<file path="src/rtl/fp16_pkg.sv">
// Shared constants, state encoding and compare helper for the half-precision sequential unit.
// No logic of its own; used by every file of the unit.
// Opcodes, OFUF codes and compare codes match the operand-interface encoding seen by initiators.
package fp16_pkg;

    // Operation select on the operand interface
    localparam logic [1:0] OP_ADD = 2'd0;
    localparam logic [1:0] OP_SUB = 2'd1;
    localparam logic [1:0] OP_MUL = 2'd2;
    localparam logic [1:0] OP_CMP = 2'd3;

    // OFUF status codes
    localparam logic [1:0] OFUF_OK  = 2'b00;
    localparam logic [1:0] OFUF_OV  = 2'b10;
    localparam logic [1:0] OFUF_UF  = 2'b01;
    localparam logic [1:0] OFUF_INV = 2'b11;

    // compResult codes {gt,eq,lt}
    localparam logic [2:0] CMP_GT = 3'b100;
    localparam logic [2:0] CMP_EQ = 3'b010;
    localparam logic [2:0] CMP_LT = 3'b001;

    // Frequently used half-precision constants
    localparam logic [15:0] FP16_ONE          = 16'h3C00;
    localparam logic [15:0] FP16_INF          = 16'h7C00;
    localparam logic [15:0] FP16_THREE_HALVES = 16'h3E00;

    typedef enum logic [1:0] {
        IDLE = 2'd0,
        MUL  = 2'd1,
        NORM = 2'd2,
        DONE = 2'd3
    } seqState_e;

    // Sign-magnitude ordering of two halves; +0 and -0 compare equal.
    function automatic logic [2:0] cmpHalf(input logic [15:0] x, input logic [15:0] y);
        logic [2:0] code;
        if (x[14:0] == 15'd0 && y[14:0] == 15'd0) begin
            code = CMP_EQ;
        end else if (x[15] != y[15]) begin
            code = x[15] ? CMP_LT : CMP_GT;
        end else if (x[14:0] == y[14:0]) begin
            code = CMP_EQ;
        end else if ((x[14:0] > y[14:0]) ^ x[15]) begin
            // larger magnitude wins for positives, loses for negatives
            code = CMP_GT;
        end else begin
            code = CMP_LT;
        end
        return code;
    endfunction

endpackage

</file>
<file path="src/rtl/fp16_seq_unit_if.sv">
// Operand/result bundle between an initiator FSM and the half-precision sequential unit.
// Latency and flow control are defined by the responder: start pulse in, sticky done out.
// No backpressure; the initiator holds off start until it wants a new operation.
// Ports: start/xOp/yOp/opcode from initiator; result/compResult/OFUF/done from responder.
interface fp16_seq_unit_if;
    logic        start;
    logic [15:0] xOp;
    logic [15:0] yOp;
    logic [1:0]  opcode;
    logic [15:0] result;
    logic [2:0]  compResult;
    logic [1:0]  OFUF;
    logic        done;

    modport master (
        output start, xOp, yOp, opcode,
        input  result, compResult, OFUF, done
    );

    modport slave (
        input  start, xOp, yOp, opcode,
        output result, compResult, OFUF, done
    );
endinterface

</file>
<file path="src/rtl/fp16_mant_mul_seq.sv">
// Sequential shift-add multiplier for two SIG_W-bit significands into a 2*SIG_W-bit product.
// Latency: one load cycle plus SIG_W step cycles; product valid after the last step.
// No backpressure; the controlling FSM decides when to load and when to step.
// Ports: clk, reset (sync, active-low), load, step, multiplicand, multiplier, product.
module fp16_mant_mul_seq #(
    parameter int SIG_W = 11
) (
    input  logic                 clk,
    input  logic                 reset,
    input  logic                 load,
    input  logic                 step,
    input  logic [SIG_W-1:0]     multiplicand,
    input  logic [SIG_W-1:0]     multiplier,
    output logic [2*SIG_W-1:0]   product
);
    logic [2*SIG_W-1:0] mcand;
    logic [SIG_W-1:0]   mplier;
    logic [2*SIG_W-1:0] prodQ;

    // Each step consumes the multiplier LSB and moves the multiplicand
    // one place left, so step k adds multiplicand*2^k when bit k is set.
    always_ff @(posedge clk) begin
        if (!reset) begin
            mcand  <= '0;
            mplier <= '0;
            prodQ  <= '0;
        end else if (load) begin
            mcand  <= {{SIG_W{1'b0}}, multiplicand};
            mplier <= multiplier;
            prodQ  <= '0;
        end else if (step) begin
            if (mplier[0]) begin
                prodQ <= prodQ + mcand;
            end
            mcand  <= mcand << 1;
            mplier <= mplier >> 1;
        end
    end

    assign product = prodQ;
endmodule

</file>
<file path="src/rtl/fp16_seq_unit.sv">
// Multi-cycle half-precision multiply/compare responder behind the xOp/yOp/opcode/start/done protocol.
// Latency: compare, add/sub (invalid) and special-operand multiply 1 cycle; normal multiply 13 cycles.
// No backpressure; a start in any state aborts in-flight work and restarts; done is sticky until next start.
// Ports: clk, reset (sync, active-low), bus (slave side: start/xOp/yOp/opcode in, result/compResult/OFUF/done out).
module fp16_seq_unit
    import fp16_pkg::*;
#(
    parameter int EXP_W = 5,
    parameter int MAN_W = 10,
    parameter int BIAS  = 15
) (
    input  logic           clk,
    input  logic           reset,
    fp16_seq_unit_if.slave bus
);
    localparam int SIG_W  = MAN_W + 1;
    localparam int PROD_W = 2 * SIG_W;
    localparam int ESUM_W = EXP_W + 2;
    localparam int CNT_W  = $clog2(SIG_W);

    localparam logic [EXP_W-1:0]         EXP_SPECIAL = '1;
    localparam logic signed [ESUM_W-1:0] BIAS_S      = ESUM_W'(BIAS);
    localparam logic signed [ESUM_W-1:0] EXP_TOP     = ESUM_W'((1 << EXP_W) - 2);
    localparam logic signed [ESUM_W-1:0] EXP_MIN     = ESUM_W'(1);
    localparam logic [CNT_W-1:0]         LAST_STEP   = CNT_W'(MAN_W);

    // Operand fields straight from the bus; only meaningful on the start cycle
    logic             xSign, ySign;
    logic [EXP_W-1:0] xExp, yExp;
    logic [MAN_W-1:0] xMan, yMan;

    assign xSign = bus.xOp[EXP_W+MAN_W];
    assign ySign = bus.yOp[EXP_W+MAN_W];
    assign xExp  = bus.xOp[MAN_W +: EXP_W];
    assign yExp  = bus.yOp[MAN_W +: EXP_W];
    assign xMan  = bus.xOp[MAN_W-1:0];
    assign yMan  = bus.yOp[MAN_W-1:0];

    seqState_e                 state, stateNxt;
    logic [CNT_W-1:0]          cnt, cntNxt;
    logic                      signQ, signNxt;
    logic signed [ESUM_W-1:0]  expSumQ, expSumNxt;
    logic [15:0]               resultQ, resultNxt;
    logic [2:0]                compResultQ, compResultNxt;
    logic [1:0]                ofufQ, ofufNxt;
    logic                      doneQ, doneNxt;

    logic                      mulLoad, mulStep;
    logic [PROD_W-1:0]         product;

    // Normalisation view of the product
    logic                      prodTop;
    logic signed [ESUM_W-1:0]  expAdj;
    logic [MAN_W-1:0]          mant;
    logic                      unusedProdLsbs;

    fp16_mant_mul_seq #(
        .SIG_W(SIG_W)
    ) uMantMul (
        .clk          (clk),
        .reset        (reset),
        .load         (mulLoad),
        .step         (mulStep),
        .multiplicand ({1'b1, xMan}),
        .multiplier   ({1'b1, yMan}),
        .product      (product)
    );

    // Product of two [1,2) significands lies in [1,4): top bit set means
    // the value is >= 2, so drop one more LSB and bump the exponent.
    assign prodTop = product[PROD_W-1];
    assign expAdj  = expSumQ + {{(ESUM_W-1){1'b0}}, prodTop};
    assign mant    = prodTop ? product[PROD_W-2 -: MAN_W] : product[PROD_W-3 -: MAN_W];
    // Bits below the kept mantissa are discarded: round toward zero
    assign unusedProdLsbs = ^product[PROD_W-MAN_W-3:0];

    always_ff @(posedge clk) begin
        if (!reset) begin
            state       <= IDLE;
            cnt         <= '0;
            signQ       <= 1'b0;
            expSumQ     <= '0;
            resultQ     <= 16'h0000;
            compResultQ <= 3'b000;
            ofufQ       <= OFUF_OK;
            doneQ       <= 1'b0;
        end else begin
            state       <= stateNxt;
            cnt         <= cntNxt;
            signQ       <= signNxt;
            expSumQ     <= expSumNxt;
            resultQ     <= resultNxt;
            compResultQ <= compResultNxt;
            ofufQ       <= ofufNxt;
            doneQ       <= doneNxt;
        end
    end

    always_comb begin
        stateNxt      = state;
        cntNxt        = cnt;
        signNxt       = signQ;
        expSumNxt     = expSumQ;
        resultNxt     = resultQ;
        compResultNxt = compResultQ;
        ofufNxt       = ofufQ;
        doneNxt       = doneQ;
        mulLoad       = 1'b0;
        mulStep       = 1'b0;

        if (bus.start) begin
            // A start always wins: operands are taken from the bus this cycle
            // and any multiply in progress is abandoned.
            stateNxt = DONE;
            doneNxt  = 1'b1;
            cntNxt   = '0;
            case (bus.opcode)
                OP_CMP: begin
                    compResultNxt = cmpHalf(bus.xOp, bus.yOp);
                    ofufNxt       = OFUF_OK;
                end
                OP_MUL: begin
                    signNxt   = xSign ^ ySign;
                    expSumNxt = ESUM_W'(xExp) + ESUM_W'(yExp) - BIAS_S;
                    if (xExp == '0 || yExp == '0) begin
                        // Zeros and subnormals flush to signed zero
                        resultNxt = {xSign ^ ySign, {(EXP_W+MAN_W){1'b0}}};
                        ofufNxt   = OFUF_OK;
                    end else if (xExp == EXP_SPECIAL || yExp == EXP_SPECIAL) begin
                        resultNxt = {xSign ^ ySign, {EXP_W{1'b1}}, {MAN_W{1'b0}}};
                        ofufNxt   = OFUF_OV;
                    end else begin
                        stateNxt = MUL;
                        doneNxt  = 1'b0;
                        mulLoad  = 1'b1;
                    end
                end
                default: begin
                    // add/sub report an invalid opcode with a zero result
                    resultNxt = 16'h0000;
                    ofufNxt   = OFUF_INV;
                end
            endcase
        end else begin
            case (state)
                MUL: begin
                    mulStep = 1'b1;
                    if (cnt == LAST_STEP) begin
                        stateNxt = NORM;
                    end else begin
                        cntNxt = cnt + 1'b1;
                    end
                end
                NORM: begin
                    if (expAdj > EXP_TOP) begin
                        resultNxt = {signQ, {EXP_W{1'b1}}, {MAN_W{1'b0}}};
                        ofufNxt   = OFUF_OV;
                    end else if (expAdj < EXP_MIN) begin
                        resultNxt = {signQ, {(EXP_W+MAN_W){1'b0}}};
                        ofufNxt   = OFUF_UF;
                    end else begin
                        resultNxt = {signQ, expAdj[EXP_W-1:0], mant};
                        ofufNxt   = OFUF_OK;
                    end
                    doneNxt  = 1'b1;
                    stateNxt = DONE;
                end
                default: begin
                    // IDLE and DONE simply hold their outputs
                end
            endcase
        end
    end

    assign bus.result     = resultQ;
    assign bus.compResult = compResultQ;
    assign bus.OFUF       = ofufQ;
    // Mask so an initiator never sees the previous op's done in its start cycle
    assign bus.done       = doneQ & ~bus.start;

endmodule

</file>
<file path="src/flat_wrapper.sv">
// flat-port wrapper written by rule: the top's interface ports become plain ports
module fp16_seq_unit_flat import fp16_pkg::*;
#(
    parameter int EXP_W = 5,
    parameter int MAN_W = 10,
    parameter int BIAS  = 15
)
  (clk, reset, bus_start, bus_xOp, bus_yOp, bus_opcode, bus_result, bus_compResult, bus_OFUF, bus_done);
  fp16_seq_unit_if bus_i ();
  input  logic clk;
  input  logic reset;
  input wire logic [$bits(bus_i.start)-1:0] bus_start;
  input wire logic [$bits(bus_i.xOp)-1:0] bus_xOp;
  input wire logic [$bits(bus_i.yOp)-1:0] bus_yOp;
  input wire logic [$bits(bus_i.opcode)-1:0] bus_opcode;
  output wire logic [$bits(bus_i.result)-1:0] bus_result;
  output wire logic [$bits(bus_i.compResult)-1:0] bus_compResult;
  output wire logic [$bits(bus_i.OFUF)-1:0] bus_OFUF;
  output wire logic [$bits(bus_i.done)-1:0] bus_done;
  assign bus_i.start = bus_start;
  assign bus_i.xOp = bus_xOp;
  assign bus_i.yOp = bus_yOp;
  assign bus_i.opcode = bus_opcode;
  assign bus_result = bus_i.result;
  assign bus_compResult = bus_i.compResult;
  assign bus_OFUF = bus_i.OFUF;
  assign bus_done = bus_i.done;
  fp16_seq_unit #(.EXP_W(EXP_W), .MAN_W(MAN_W), .BIAS(BIAS)) u_core (.clk(clk), .reset(reset), .bus(bus_i));
endmodule
</file>
<file path="config.mk">
export PLATFORM = sky130hd
export DESIGN_NAME = fp16_seq_unit_flat
export DESIGN_NICKNAME = d
export VERILOG_FILES = /design/src/rtl/fp16_pkg.sv /design/src/rtl/fp16_seq_unit_if.sv /design/src/rtl/fp16_mant_mul_seq.sv /design/src/rtl/fp16_seq_unit.sv /design/src/flat_wrapper.sv
export SDC_FILE = /design/constraint.sdc
export NUM_CORES = 1
export LEC_CHECK = 0
export BUFFER_PORTS_ARGS = -buffer_cell sky130_fd_sc_hd__clkbuf_2
export CAP_MARGIN = 20
export CORE_AREA = 4 4 135 137
export DETAILED_ROUTE_END_ITERATION = 12
export DIE_AREA = 0 0 139 141
export SETUP_SLACK_MARGIN = 0.1
export SYNTH_ARGS = -nofsm -noshare
export SYNTH_HDL_FRONTEND = slang
export SYNTH_HIERARCHICAL = 1
export SYNTH_SLANG_ARGS = --single-unit
</file>
<file path="constraint.sdc">
create_clock -name clk -period 2.9 [get_ports clk]
set_input_delay 0.29 -clock clk [delete_from_list [all_inputs] [get_ports clk]]
set_output_delay 0.29 -clock clk [all_outputs]
set_load 0.02 [all_outputs]
</file>
# After elaboration in Yosys (flattened, before gate mapping)
# Cells that the tools add are included.
# Widths: inputs -> output; s select.
# classes
n_addsub	5
order_cmp	3
eq_ne	12
muxes	41
bitwise_logic	6
n_reduce_logical	19
# op_table
op	n
$mux 16	4
$mux 11	4
$pmux 16 s2	1
$logic_not 15->1	2
$mux 15	2
$add 22x22->22	1
$mux 2	10
$eq 15x15->1	1
$gt 15x15->1	1
$mux 3	5
$mux 1	12
$reduce_and 2->1	6
$eq 5x5->1 const B	2
$logic_not 5->1	2
$mux 10	1
$pmux 2 s2	2
$add 7x1->7	1
$gt 7x6->1 const B	1
$lt 7x2->1 const B	1
$sub 7x4->7 const B	1
$add 5x5->6	1
$eq 2x2->1 const B	3
$add 4x1->4 const B	1
$eq 4x4->1 const B	1
14 further kinds	20
# totals
regBits	91
out_inout_bits	22

# Longest topological paths before layout
# Gate-level depths: netlist of run 1.
# depth
word_depth	7
depth_mapped	10
depth_no_buf	10

# Cells and area by module
# Netlist of run 1, hierarchy kept.
# by_module_without_submodules
mod	n_inst	cells_each	area_per_inst_um2
fp16_mant_mul_seq	1	391	3338.2
fp16_seq_unit	1	297	2523.7

# Worst setup path after synthesis of run 1
# No wires, ideal clock.
# synth_timing
kind	input -> register
startpoint	input bus_opcode[0]
endpoint	register u_core.uMantMul.prodQ[16], in the netlist u_core/uMantMul/product[16]
setup_ns	0.141
arrival_ns	2.102
required_time_ns	2.759
slack_ns	0.657
cell_stages	9
n_path_buf	2
path_cell_list	nand3b_1 -> a21oi_1 -> and3_1 -> clkbuf_1 -> nand2b_1 -> clkbuf_1 -> nor2_1 -> a21oi_1 -> o311ai_0
# synth_via
elab_chain_len	4
# synth_rtl
item	line	text
from (decl)	flat_wrapper.sv:15	input wire logic [$bits(bus_i.opcode)-1:0] bus_opcode;
$eq 2x2->1	fp16_seq_unit.sv:117	case (bus.opcode)
$mux 1	fp16_seq_unit.sv:117	
$mux 1	fp16_seq_unit.sv:111	if (bus.start) begin
via u_core.mulLoad	fp16_seq_unit.sv:48	logic mulLoad, mulStep;
$reduce_or 2->1 (no line)	n/a	
to (signal assigned)	fp16_mant_mul_seq.sv:33	prodQ <= prodQ + mcand;
to (decl)	fp16_mant_mul_seq.sv:18	logic [2*SIG_W-1:0] prodQ;
# The timed path passes the listed nets, and every way through them passes these cells.
# A chain may end at the register's enable or synchronous reset.

# Final worst setup path of run 1
# layout_timing
startpoint	register u_core.uMantMul.mcand[0]
endpoint	register u_core.uMantMul.prodQ[18], in the netlist u_core/uMantMul/product[18]
# layout_via
elab_chain_len	1
# layout_rtl
item	line	text
from (decl)	fp16_mant_mul_seq.sv:16	logic [2*SIG_W-1:0] mcand;
from (signal assigned)	fp16_mant_mul_seq.sv:28	mcand <= {{SIG_W{1'b0}}, multiplicand};
from (signal assigned)	fp16_mant_mul_seq.sv:35	mcand <= mcand << 1;
$add 22x22->22	fp16_mant_mul_seq.sv:33	
# Every way passes these cells.

==> metrics, run 1 <==
worst slew pin tran=577 ps; area of the multi-input gates=0.00380 mm2; Syn-to-layout area delta=13.4%; Routed WL per cell=14.4 um; Mapped Avg Cell Area=8.52 um2; Yosys reg bits=91; Clock transition at path regs=60 ps; grt ovf=0; Max-cap violations=0; clk buf depth=2; final setup vio count=0; ys flop type=dfxtp_1; FILL cells=1805; vias per cell=5.11; setup_tns=0 ps; TritonCTS Sinks=91; crit path DAT=2740 ps; largest area contributor in the netlist=dfxtp_1; asr flop ratio synth=0%; P per Cell Area=413 mW/mm2; Hold Fails Final Rpt=0; die width=139 um; Mapped Area=0.00586 mm2; Slew Limit Fails=0; crit end category=flip-flop; synth warn=6; CTS tree=built; Clock Skews=4.80 ps; Clk Tree Root Cell=clkbuf_16; outcome=finished clean; final design area excluding fillers=0.00665 mm2; Req. time, crit path=3180 ps; cells on worst reg2reg path=10; DP HPWL=10600 um; Yosys top cell area share=31.1%; vias in the first global route=4762; initial antenna violation count=0; nets=828; Vias=4942; Global Route Usage Sum=14.5%; clk_lat worst skew=350 ps; WL final=13900 um; Seq/Total Area, Yosys=31.1%; Worst Hold Class=input port to flip-flop; DR DRC count=0; period utilization=84.8%; RSZ-0062 raised after global routing=no; largest net degree at the start of global routing=46; # diodes=0; Detailed Route Iter0 Violations=235; layout cells sized above 1=13.9%; Pleak=2.79 nW; cell area after placement=0.00639 mm2; ANT nets after route=0; Slew Limit Headroom=61.4%; row count=48; crit-path max FO=4; launch point of the worst reg-to-reg path=u_core/uMantMul/mcand[0]; Netlist cell types=76; chip height=141 um; startpoint types=flip-flop; min Tclk post-route=2460 ps; first-pass GRT wire length=23700 um; post-synthesis cell count=688; CP max stage delay=370 ps; crit path to=u_core/uMantMul/product[18]; DRT Pass-1 Iters=4; CTS Buf Count=9; area occupied by registers=0.00182 mm2; RR Endpoint=u_core/uMantMul/product[18]; Die Area=0.0196 mm2; CP Cell Sequence=ha_1 > inv_1 > fa_1 > nor2b_1 > o211ai_1 > a211oi_2 > o31a_1 > a41oi_1 > xor2_1 > o21ai_0; port buffer count=58; Setup Fix Bufs, Post-CTS=0; critical path launch point=u_core/uMantMul/mcand[0]; CP max-delay cell=fa_1; Post-synth EDFFs=0; top cells by area, synth=dfxtp_1, ha_1, mux2i_1, nand2_1, o21ai_0; CTS H-tree lvls=3; CP Class=flip-flop to flip-flop; Peak Freq=407 MHz; maximum vdd drop=0.284 mV; Placer Congestion=0.846; reg2reg setup slack=440 ps; Core ar.=0.0171 mm2; initial core utilization=34.4%; Boundary Pins=59
## cells by family after synthesis
group | count (synthesis) | synth area share (%)
AND/OR/NAND/NOR | 230 | 19.6
AO/OA/AOI/OAI | 186 | 23.1
flip-flops | 91 | 31.1
buffers and inverters | 64 | 4.44
adder cells (fa/ha/maj) | 51 | 11.1
multiplexers | 42 | 7.19
XOR/XNOR | 23 | 3.44
other | 1 | 0.0640
## where the power goes
| group | switching (mW) | internal, mW |
|---|---|---|
| logic | 0.222 | 0.154 |
| clock network | 0.489 | 0.569 |
| registers | 0.0259 | 1.28 |
## through the flow
step	hold WS (ps)	total power [mW]	cells	util, %	setup slack [ps]
after floorplan	418	1.59	689	-	657
after global placement	447	1.71	954	37.5	349
after detailed placement	452	1.72	954	37.5	407
after CTS	226	2.78	968	39.0	354
after global routing	256	2.88	968	39.0	183
final	242	2.74	968	39.0	441
## cell type report
class / count / share of cell area [%]
Clock buffer: 11 / 3.50
Clock inverter: 3 / 0.263
Inverter: 36 / 2.03
Multi-Input combinational cell: 534 / 57.1
Sequential cell: 91 / 27.4
Tap cell: 225 / 4.23
Timing Repair Buffer: 68 / 5.49
## worst max-delay path: cells and delay by family, from the launching register on
family | cells | cell delay (ps)
DFF | 1 | 350
xor gates and xnor gates | 1 | 160
buffers and inverters | 1 | 50
and+or+nand+nor | 1 | 200
adders and majority gates | 2 | 540
AOI/OAI and AO/OA | 5 | 1080
## worst min path at each step
| stage | from | end | slack [ps] | cells past startpoint |
|---|---|---|---|---|
| floorplan | reset | u_core/uMantMul/mcand[0] | 420 | 1 |
| global placement | u_core/bus.result[4] | u_core/bus.result[4] | 450 | 1 |
| detailed placement | u_core/bus.result[5] | u_core/bus.result[5] | 450 | 1 |
| CTS | bus_yOp[15] | u_core/bus.compResult[2] | 230 | 3 |
| global route | bus_yOp[15] | u_core/bus.compResult[2] | 260 | 3 |
| finish | bus_yOp[15] | u_core/bus.compResult[2] | 240 | 3 |
## registers in the layout, indices dropped and copies added (netlist names)
register,cells
u_core/expSumQ,7
u_core/uMantMul/mplier,11
u_core/bus.result,16
u_core/bus.compResult,3
u_core/signQ,1
u_core/doneQ,1
u_core/uMantMul/product,22
u_core/bus.OFUF,2
u_core/cnt,4
u_core/state,2
u_core/uMantMul/mcand,22
## metal layers
metal / track usage, % / share of wire, % / up-vias
li1: - / - / 2585
met3: 3.15 / 3.3 / 14
met4: 3.50 / 1.1 / 0
met5: 0 / 0 / -
met1: 19.6 / 51 / 2268
met2: 23.7 / 45 / 75
## cell usage in the layout, fill, tap and decap left out, types with 3 or more instances in the layout
cell type and instances:
buf_4 10, ha_1 49, nor3_1 12, nand3b_1 3, clkbuf_2 58, nand2b_1 6, o21ai_0 44, nor4_1 9
nor3b_1 3, a21boi_0 6, a21oi_1 35, a211oi_1 8, a31oi_1 8, o21a_1 5, a21o_1 18, mux2i_1 41
clkbuf_16 9, o31a_1 4, o211ai_1 3, and3_1 6, nand2_1 77, xnor2_1 14, or3_1 3, inv_1 36
nand3_1 9, nand4b_1 3, xor2_1 9, dfxtp_1 91, o211a_1 5, nand4_1 9, and2_1 24, nor2b_1 15
o2bb2ai_1 10, nor2_1 42
## cells in the mapped netlist (6+ instances only)
master     count
dfxtp_1       91
nand2_1       77
ha_1          49
o21ai_0       44
nor2_1        43
mux2i_1       41
inv_1         36
a21oi_1       35
and2_1        24
a21o_1        18
clkbuf_1      17
nor2b_1       15
xnor2_1       14
nor3_1        12
o2bb2ai_1     10
a211oi_1       9
nand3_1        9
nand4_1        9
nor4_1         9
xor2_1         9
a31oi_1        8
a21boi_0       6
and3_1         6
nand2b_1       6
## repair_timing
action                     in CTS  in global routing
setup endpoints to repair       0                  2
hold buffers                    0                  0
gates resized for setup         0                  1
(Power assumes the default switching activity.)
==> inputs of run 2 (changes only) <==
clock period = 2.4 ns   (was 2.9 ns; I/O delays follow)
==> metrics, run 2 (same netlist as run 1, synthesis figures left out) <==
outcome=finished clean (unchanged); FILL cells=1763 (was 1805); worst slew pin tran=555 ps (was 577 ps); clk buf depth=2 (unchanged); Final Non-Filler Cells=992 (was 968); Core ar.=0.0171 mm2 (unchanged); CTS Buf Count=9 (unchanged); # diodes=0 (unchanged); Clock Skews=5.55 ps (was 4.80 ps); total power draw=3.41 mW (was 2.74 mW); layout cells sized above 1=19.3% (was 13.9%); clk_lat worst skew=350 ps (about the same); Pleak=2.94 nW (was 2.79 nW); DP HPWL=10700 um (was 10600 um); min Tclk post-route=2320 ps (was 2460 ps); cell area after placement=0.00652 mm2 (was 0.00639 mm2); nets=850 (was 828); grt ovf=0 (unchanged); largest net degree at the start of global routing=41 (was 46); RSZ-0062 raised after global routing=yes (was no); Peak Freq=431 MHz (was 407 MHz); Vias=5003 (was 4942); placed cells=971 (was 954); Hold Fails Final Rpt=0 (unchanged); Die Area=0.0196 mm2 (unchanged); Req. time, crit path=2690 ps (was 3180 ps); CTS H-tree lvls=3 (unchanged); Slew Limit Headroom=62.7% (was 61.4%); vias in the first global route=4663 (was 4762); Clk Tree Root Cell=clkbuf_16 (unchanged); TritonCTS Sinks=91 (unchanged); row count=48 (unchanged); crit end category=flip-flop (unchanged); first-pass GRT wire length=23400 um (was 23700 um); Worst Hold Class=input port to flip-flop (unchanged); Boundary Pins=59 (unchanged); Syn-to-layout area delta=18.8% (was 13.4%); Detailed Route Iter0 Violations=322 (was 235); period utilization=96.6% (was 84.8%); Max-cap violations=0 (unchanged); Slew Limit Fails=0 (unchanged); crit path DAT=2610 ps (was 2740 ps); ANT nets after route=0 (unchanged); final setup vio count=0 (unchanged); Global Route Usage Sum=14.4% (was 14.5%); WL final=14200 um (was 13900 um); crit-path max FO=2 (was 4); startpoint types=flip-flop (unchanged); port buffer count=58 (unchanged); most frequent cells in the layout=dfxtp_1, nand2_1, clkbuf_2 (unchanged); initial core utilization=34.4% (unchanged); P per Cell Area=489 mW/mm2 (was 413 mW/mm2); Placer Congestion=0.822 (was 0.846); Clock transition at path regs=70 ps (was 60 ps); CP Class=flip-flop to flip-flop (unchanged); final design area excluding fillers=0.00697 mm2 (was 0.00665 mm2); initial antenna violation count=0 (unchanged); Min Hold Slack=187 ps (was 242 ps); DR DRC count=0 (unchanged); DRT Pass-1 Iters=4 (unchanged); CTS tree=built (unchanged); die width=139 um (unchanged); maximum vdd drop=0.315 mV (was 0.284 mV); commonest non-fill, non-tap cell in the layout=dfxtp_1 (unchanged); chip height=141 um (unchanged); vias per cell=5.04 (was 5.11); Routed WL per cell=14.3 um (was 14.4 um); reg2reg setup slack=80 ps (was 440 ps)
-- run 2: cell count changes in the layout (fill, tap and decap cells not counted), moves of 2 or more --
| cell | delta |
|---|---|
| ha_1 | -4 |
| nor2b_1 | -2 |
| a21oi_1 | -4 |
| dfxtp_1 | -4 |
| a21oi_2 | +3 |
| buf_4 | +22 |
| clkbuf_1 | -2 |
| dfxtp_2 | +3 |
| ha_4 | +4 |
-- run 2: timing repair --
item,4_1_cts,5_1_grt
hold buffers,0,0
pin swaps,3,18
endpoints found under the setup margin,4,16
endpoints found under the hold margin,0,0
gates resized for setup,6,21
buffers inserted,1,4
-- run 2: power breakdown --
part	leakage, nW	internal, mW	switching (mW)
Sequential	0.740	1.55	0.0323
Combinational	2.06	0.198	0.275
Clock	0.139	0.730	0.619
Total	2.94	2.48	0.927
-- run 2: routing by layer --
metal	global-route usage, %	wire (um)	vias to the layer above
met1	20.3	7200	2271
met3	2.92	505	12
met4	3.60	146	0
met2	22.7	6360	85
met5	0	0	-
li1	-	-	2635
-- run 2: cell type report --
| class | count | area [um2] | area share (%) |
|---|---|---|---|
| clock buffers | 10 | 239 | 3.43 |
| clock inverters | 6 | 40.0 | 0.575 |
| inverters | 36 | 135 | 1.94 |
| multi-input cells | 534 | 3910 | 56.1 |
| flip-flops and latches | 91 | 1830 | 26.3 |
| well taps | 225 | 282 | 4.04 |
| repair buffers | 90 | 531 | 7.62 |
-- run 2: path summary, 6_finish.rpt --
kind                                            startpoint                          end  cells past startpoint
worst min-delay path                           bus_yOp[15]     u_core/bus.compResult[2]                      3
worst max-delay path            u_core/uMantMul/product[0]  u_core/uMantMul/product[14]                     11
worst min register to register  u_core/uMantMul/product[9]   u_core/uMantMul/product[9]                      2
worst max register to register  u_core/uMantMul/product[0]  u_core/uMantMul/product[14]                     11
-- run 2: per-stage QoR --
stage,util (%),TNS (ps),setup WS (ps)
3_3_place_gp,38.2,0,24.6
4_1_cts,40.1,0,107
2_1_floorplan,-,0,207
3_5_place_dp,38.2,0,13.4
5_1_grt,40.8,-36.9,-21.6
6_report,40.8,0,80.5
-- run 2: worst max-delay path: stages (launching register included) --
cell      delay (ps)
dfxtp_2          350
ha_4             140
inv_2             40
fa_2             350
nor2b_2          140
o211ai_1         150
buf_4            190
a21oi_4          150
a221o_1          200
a32oi_2          120
or3_1            380
nand3_1           70
